**src/rtl/mc_ctrl.sv**
```systemverilog
// Multicycle MIPS-style control unit: decodes the opcode into per-state datapath
// controls and counts retired instructions.
module mc_ctrl #(
  parameter int unsigned EXT_OPS = 1,
  parameter int unsigned CNT_W   = 32
) (
  input  logic             clk,
  input  logic             reset,
  input  logic [5:0]       op,
  input  logic             mem_ready,
  output logic             iord,
  output logic             ir_write,
  output logic             pc_write,
  output logic             mem_write,
  output logic             reg_write,
  output logic             reg_dst,
  output logic             mem_to_reg,
  output logic             alu_srcA,
  output logic             branch,
  output logic             branch_ne,
  output logic             zext,
  output logic [1:0]       alu_srcB,
  output logic [1:0]       pc_src,
  output logic [2:0]       alu_op,
  output logic             illegal,
  output logic             retire,
  output logic [CNT_W-1:0] retired_cnt
);

  localparam logic [5:0] OP_RTYPE = 6'b000000;
  localparam logic [5:0] OP_LW    = 6'b100011;
  localparam logic [5:0] OP_SW    = 6'b101011;
  localparam logic [5:0] OP_BEQ   = 6'b000100;
  localparam logic [5:0] OP_BNE   = 6'b000101;
  localparam logic [5:0] OP_ADDI  = 6'b001000;
  localparam logic [5:0] OP_ANDI  = 6'b001100;
  localparam logic [5:0] OP_ORI   = 6'b001101;
  localparam logic [5:0] OP_J     = 6'b000010;

  typedef enum logic [3:0] {
    S_FETCH, S_DECODE, S_MEMADR, S_MEMRD, S_MEMWB, S_MEMWR,
    S_EXECUTE, S_ALUWB, S_BRANCH, S_IMMEX, S_IMMWB, S_JUMP
  } state_t;

  state_t state, state_nxt;
  logic   ext_en;

  assign ext_en = (EXT_OPS != 0);

  // State register
  always_ff @(posedge clk or posedge reset) begin
    if (reset) state <= S_FETCH;
    else       state <= state_nxt;
  end

  // Next state and control decode
  always_comb begin
    state_nxt  = state;
    iord       = 1'b0;
    ir_write   = 1'b0;
    pc_write   = 1'b0;
    mem_write  = 1'b0;
    reg_write  = 1'b0;
    reg_dst    = 1'b0;
    mem_to_reg = 1'b0;
    alu_srcA   = 1'b0;
    branch     = 1'b0;
    branch_ne  = 1'b0;
    zext       = 1'b0;
    alu_srcB   = 2'b00;
    pc_src     = 2'b00;
    alu_op     = 3'b000;
    illegal    = 1'b0;
    retire     = 1'b0;

    case (state)
      S_FETCH: begin
        alu_srcB = 2'b01;
        ir_write = mem_ready;
        pc_write = mem_ready;
        if (mem_ready) state_nxt = S_DECODE;
      end
      S_DECODE: begin
        alu_srcB = 2'b11;
        case (op)
          OP_LW, OP_SW: state_nxt = S_MEMADR;
          OP_RTYPE:     state_nxt = S_EXECUTE;
          OP_BEQ:       state_nxt = S_BRANCH;
          OP_ADDI:      state_nxt = S_IMMEX;
          OP_J:         state_nxt = S_JUMP;
          OP_BNE: begin
            state_nxt = ext_en ? S_BRANCH : S_FETCH;
            illegal   = !ext_en;
          end
          OP_ANDI, OP_ORI: begin
            state_nxt = ext_en ? S_IMMEX : S_FETCH;
            illegal   = !ext_en;
          end
          default: begin
            state_nxt = S_FETCH;
            illegal   = 1'b1;
          end
        endcase
      end
      S_MEMADR: begin
        alu_srcA  = 1'b1;
        alu_srcB  = 2'b10;
        state_nxt = (op == OP_SW) ? S_MEMWR : S_MEMRD;
      end
      S_MEMRD: begin
        iord = 1'b1;
        if (mem_ready) state_nxt = S_MEMWB;
      end
      S_MEMWB: begin
        reg_write  = 1'b1;
        mem_to_reg = 1'b1;
        retire     = 1'b1;
        state_nxt  = S_FETCH;
      end
      S_MEMWR: begin
        iord      = 1'b1;
        mem_write = 1'b1;
        retire    = mem_ready;
        if (mem_ready) state_nxt = S_FETCH;
      end
      S_EXECUTE: begin
        alu_srcA  = 1'b1;
        alu_op    = 3'b010;
        state_nxt = S_ALUWB;
      end
      S_ALUWB: begin
        reg_write = 1'b1;
        reg_dst   = 1'b1;
        retire    = 1'b1;
        state_nxt = S_FETCH;
      end
      S_BRANCH: begin
        alu_srcA  = 1'b1;
        alu_op    = 3'b001;
        pc_src    = 2'b01;
        branch    = (op == OP_BEQ);
        branch_ne = (op == OP_BNE) && ext_en;
        retire    = 1'b1;
        state_nxt = S_FETCH;
      end
      S_IMMEX: begin
        alu_srcA  = 1'b1;
        alu_srcB  = 2'b10;
        case (op)
          OP_ANDI: alu_op = 3'b011;
          OP_ORI:  alu_op = 3'b100;
          default: alu_op = 3'b000;
        endcase
        zext      = (op == OP_ANDI) || (op == OP_ORI);
        state_nxt = S_IMMWB;
      end
      S_IMMWB: begin
        reg_write = 1'b1;
        retire    = 1'b1;
        state_nxt = S_FETCH;
      end
      S_JUMP: begin
        pc_src    = 2'b10;
        pc_write  = 1'b1;
        retire    = 1'b1;
        state_nxt = S_FETCH;
      end
      default: state_nxt = S_FETCH;
    endcase

    // FETCH values already hold while in reset; suppress the strobes too
    if (reset) begin
      ir_write  = 1'b0;
      pc_write  = 1'b0;
      mem_write = 1'b0;
      reg_write = 1'b0;
      illegal   = 1'b0;
      retire    = 1'b0;
    end
  end

  // Retired-instruction counter, wraps naturally
  always_ff @(posedge clk or posedge reset) begin
    if (reset)       retired_cnt <= '0;
    else if (retire) retired_cnt <= retired_cnt + CNT_W'(1);
  end

endmodule

```
**config.mk**
```make
export PLATFORM = sky130hd
export DESIGN_NAME = mc_ctrl
export DESIGN_NICKNAME = d
export VERILOG_FILES = /design/src/rtl/mc_ctrl.sv
export SDC_FILE = /design/constraint.sdc
export NUM_CORES = 1
export LEC_CHECK = 0
export CAP_MARGIN = 20
export CORE_ASPECT_RATIO = 0.9
export CORE_MARGIN = 2
export CORE_UTILIZATION = 25
export DETAILED_ROUTE_END_ITERATION = 12
export GPL_TIMING_DRIVEN = 0
export MAX_ROUTING_LAYER = met4
export SETUP_SLACK_MARGIN = 0.15
export SLEW_MARGIN = 10
export SYNTH_ARGS = -nofsm -noshare
export SYNTH_HDL_FRONTEND = slang
export SYNTH_SLANG_ARGS = --single-unit
```
**constraint.sdc**
```tcl
create_clock -name clk -period 5.5 [get_ports clk]
set_input_delay 0.825 -clock clk [delete_from_list [all_inputs] [get_ports clk]]
set_output_delay 0.825 -clock clk [all_outputs]
set_load 0.005 [all_outputs]
```
# Word-level counts from Yosys, hierarchy flattened

Cells that the tools add are included.

Logic and storage cells: 68
Output and inout port bits: 52
Bits in registers: 36

Add/sub/neg operators: 1
Reduce and logical (&&, ||, !) cells: 13
Muxes and demuxes: 30
Eq/ne operators: 22

Operator list:

| cell                    | count |
|---|---|
| $add A32 B1 Y32 const B | 1 |
| $pmux W4 S7             | 1 |
| $pmux W4 S5             | 1 |
| $eq A6 B4 Y1 const B    | 3 |
| $mux W1                 | 18 |
| $eq A4 B3 Y1 const B    | 4 |
| $eq A4 B4 Y1 const B    | 4 |
| $eq A6 B3 Y1 const B    | 2 |
| $eq A6 B6 Y1 const B    | 2 |
| $mux W4                 | 3 |
| $pmux W3 S3             | 1 |
| $reduce_or A9 Y1        | 1 |
| $eq A4 B2 Y1 const B    | 2 |
| $reduce_or A2 Y1        | 4 |
| $eq A6 B2 Y1 const B    | 1 |
| $logic_not A6 Y1        | 1 |
| $ne A2 B2 Y1 const B    | 3 |
| $pmux W2 S3             | 1 |
| $pmux W3 S2             | 1 |
| $reduce_or A3 Y1        | 2 |
| $reduce_or A5 Y1        | 1 |
| $eq A4 B1 Y1 const B    | 1 |
| $logic_not A4 Y1        | 1 |
| $pmux W1 S2             | 2 |
| other kinds (5)         | 5 |

# Logic depth before layout (Yosys ltp)

Gate-level depths: netlist of the first run.

Depth after elaboration: 5
Depth in mapped cells: 7
Depth with buffers taken out: 5

# Worst setup path after synthesis of the first run

OpenSTA, ideal clock, no wires.

Kind: input port to output port
From: input port reset
To: output port retire
Arrival time: 2.193 ns
Stages: 4
Slack: 2.482 ns
Data required time: 4.675 ns
Path through: inv_1 > o21a_2 > and2_1 > buf_2

Word-level cells in the longest chain between the ends: 1

Ends and longest elaborated chain:

| what               | RTL line | text |
|---|---|---|
| start: declaration | 8        | `input logic reset,` |
| $mux W1            | 172      | `if (reset) begin` |
| end: declaration   | 26       | `output logic retire,` |

No other way between the ends.

# Worst setup path in the final report of the first run

From: input port op[1]
To: output port alu_op[1]

Word-level cells in the longest chain between the ends: 3
Elaborated cells on any way between the ends: 4
Those cells by class: 2 x eq/ne; 2 x mux

Ends and longest elaborated chain:

| what               | RTL line | text |
|---|---|---|
| start: declaration | 9        | `input logic [5:0] op,` |
| $eq A6 B4 Y1       | 149      | `case (op)` |
| $pmux W3 S2 (*)    | 149      |  |
| $pmux W3 S3 (*)    | 76       | `case (state)` |
| end: declaration   | 24       | `output logic [2:0] alu_op,` |

Mark *: on every way between the ends. The rest lies on a longest branch, timed or not.

==> results of run 1 <==
==> cells in the final DEF, fill, tap and decap left out, types with 2 or more instances in the layout <==
cell type         n
a21o_1            2
a21oi_1           4
and2_1            2
and3_1            5
and3_2            2
buf_2             2
buf_4             2
buf_6             3
clkbuf_1          4
clkbuf_8          7
clkdlybuf4s50_1  59
dfrtp_1          36
inv_1             7
nand2_1          12
nand2b_1          8
nand3_1          15
nand4_1           9
nor2_1           28
nor3_1           19
nor4_1            3
nor4_4            4
o21ai_0           3
xnor2_1          12
xor2_1           20
==> worst max-delay path: stages <==
cell and delay [ps]:
clkdlybuf4s50_1 460, nor3_1 530, nand4_1 270, o22ai_1 210, clkdlybuf4s50_1 530
==> flip-flops by register name (all words and copies together), names as in the netlist <==
| register | flops |
|---|---|
| retired_cnt | 32 |
| state | 4 |
==> final cells by class <==
class	count	area, um^2	area share (%)
Sequential cell	36	901	29.8
Clock buffer	7	96.3	3.19
Multi-Input combinational cell	173	1160	38.5
Buffer	11	73.8	2.44
Tap cell	119	149	4.92
Timing Repair Buffer	60	611	20.2
Inverter	8	30.0	0.993
==> routing by layer <==
metal / global-route usage, % / wire length (um)
met5: - / 0
met4: 3.22 / 45
met3: 2.42 / 215
met2: 18.3 / 2480
met1: 17.2 / 2710
==> kinds of logic (layout without fill, tap and decap cells) <==
group           after synthesis  after routing  synth area share, %
compound gates               21             21                 7.56
xor+xnor                     32             32                 12.9
fa+ha+maj                     1              1                0.577
buf+inv                      19             86                 4.79
flops                        36             36                 41.5
mux                           2              2                 1.15
simple gates                117            117                 31.4
==> where the power goes <==
part	internal (mW)	leakage, nW	switching (mW)
Clock	0.111	0.0503	0.0870
Combinational	0.147	0.803	0.146
Sequential	0.284	0.476	0.0190
==> how the worst max path moves through the flow <==
stage | start | to
4_1_cts | op[1] | alu_op[1]
6_report | op[1] | alu_op[1]
3_3_place_gp | reset | retire
3_5_place_dp | op[1] | alu_op[1]
2_1_floorplan | reset | retire
5_1_grt | op[1] | alu_op[1]
==> impl_results.md, run 1 <==
* PwrDens at 263 mW/mm^2
* GPL Wtd Cong at 0.849
* Most common cell in the synthesized netlist: dfrtp_1
* Yosys warnings at 0
* Number of global-route vias before repair at around 1800
* TritonCTS clock tree: yes
* DRC viols at 0
* Yosys reg bits at 36
* TritonCTS Buffers at 5
* Grt ovf at 0
* Post-Syn Nets at 238
* Routed wire length at 5450 um
* Diode count at 0
* Ys flop type: dfrtp_1
* Core Util, Final at 35.6%
* DP Cell Count at 407
* Setup TNS at 0 ps
* Post-CTS sizing at 0
* CP Class: input port to primary output
* Cell Area, Synth at 0.00217 mm^2
* Post-route antenna net violation count at 0
* Clock transition at the registers of the reported paths at around 60 ps
* IO Pins at 61
* Final #Nets at 305
* Area leader, netlist: dfrtp_1
* Register area share after synthesis at 41.5%
* Cell Count, Final, Fillers Out at 414
* Syn Inst Count at roughly 230
* Buffer count from post-CTS setup fixing at 0
* Starting density of the core at 25.5%
* Row cnt at 32
* Mean post-synth cell area at 9.51 um^2
* RSZ-0062 raised after global routing: false
* Share of the synthesized area in the top cell type at 41.5%
* Largest net degree at the start of global routing at 38
* Cts hold-fix bufs at 0
* Global Route Usage Sum at 12.3%
* R2r endpoint: retired_cnt[1]
* Post-DP Area at ~0.0029 mm^2
* Most frequent cells after synthesis: dfrtp_1 (36), nor2_1 (28), xor2_1 (20)
* Initial antenna violation count at 0
* Static leakage at 1.33 nW
* Fin worst setup slack at between 1500 and 2000 ps
* Maximum clock path buffer count at 2
* Drt wl/cell at 13.2 um
* Asr flop ratio synth at 100%
* Number of buffers added on ports at 59
* Worst-Skew Late Latency at roughly 280 ps
* Initial drt markers at 60
* FMAX at 0.274 GHz
* Status: complete, no violations
* DR vias at 1908
* Post-Layout Inst Area at 0.00302 mm^2
* CP required at 4680 ps
* R2R Path Start: state[1]
* Period minus WS final at 3650 ps
* Hold Path Class: flop to flop
* Hold path depth at 1
* Hold Worst Slack at roughly 480 ps
* CTS sink count at 36
* Worst IR drop on VDD at 146 uV
* Data arrival time of the worst path at 2830 ps
* R2R Setup Slk at 3730 ps
* Die area at 0.00944 mm^2
* Actual slew at the worst max-slew pin at approximately 580 ps
* Dpl ws at 1820 ps
* Crit end category: primary output
* Global-route wire length before repair at a little over 9000 um
* Rel. slew slack at 61.0%
* Max FO, Critical Path at 5
* Cell variety after synth at 47
* Final Setup Violations at 0
* Final hold violation count at 0
* Post-synth EDFFs at 0
* Pwr Total at a little under 0.8 mW
* Die Ht at just over 90 um
* Number of max-cap violations at 0
* Fin crit share at 66.4%
* Share of cells above drive strength 1 at 10.8%
* 1st-pass router iterations at 6
* Htree depth at 2
* CORE AREA at 0.00849 mm^2
* Root buf cell: clkbuf_8
* Final max-slew violation count at 0
* Synth-to-layout area growth at 39.5%
* Top post-synthesis cells by area: dfrtp_1 (42%), xor2_1 (8.1%), nor2_1 (4.8%), xnor2_1 (4.8%), nor3_1 (4.4%)
* Clock Skew at 6.03 ps
* Width of the die at a little over 100 um
* Vias per Instance at 4.61
* Hold_sp: retired_cnt[31]
* Hold path endpoint: retired_cnt[31]
* R2R cell count at 6
* Post-DP HPWL at between 4000 and 5000 um
* Fillers at 892
* Worst Setup Start Kind: input port
Power figures use the tool's default switching activity.
==> inputs of run 2 (changes only) <==
==> constraint.sdc (replaced) <==
create_clock -name clk -period 3.2 [get_ports clk]
set_input_delay 0.48 -clock clk [delete_from_list [all_inputs] [get_ports clk]]
set_output_delay 0.48 -clock clk [all_outputs]
set_load 0.005 [all_outputs]
==> results of run 2 <==
The final DEF is identical to that of run 1. Status: complete, no violations.
Main changes from that run: setup slack after placement 1820 ps -> 212 ps; setup slack after layout 1850 ps -> 239 ps; register-to-register setup slack 3730 ps -> 1430 ps; total power 0.794 mW -> 1.37 mW; worst IR drop on VDD 146 uV -> 250 uV
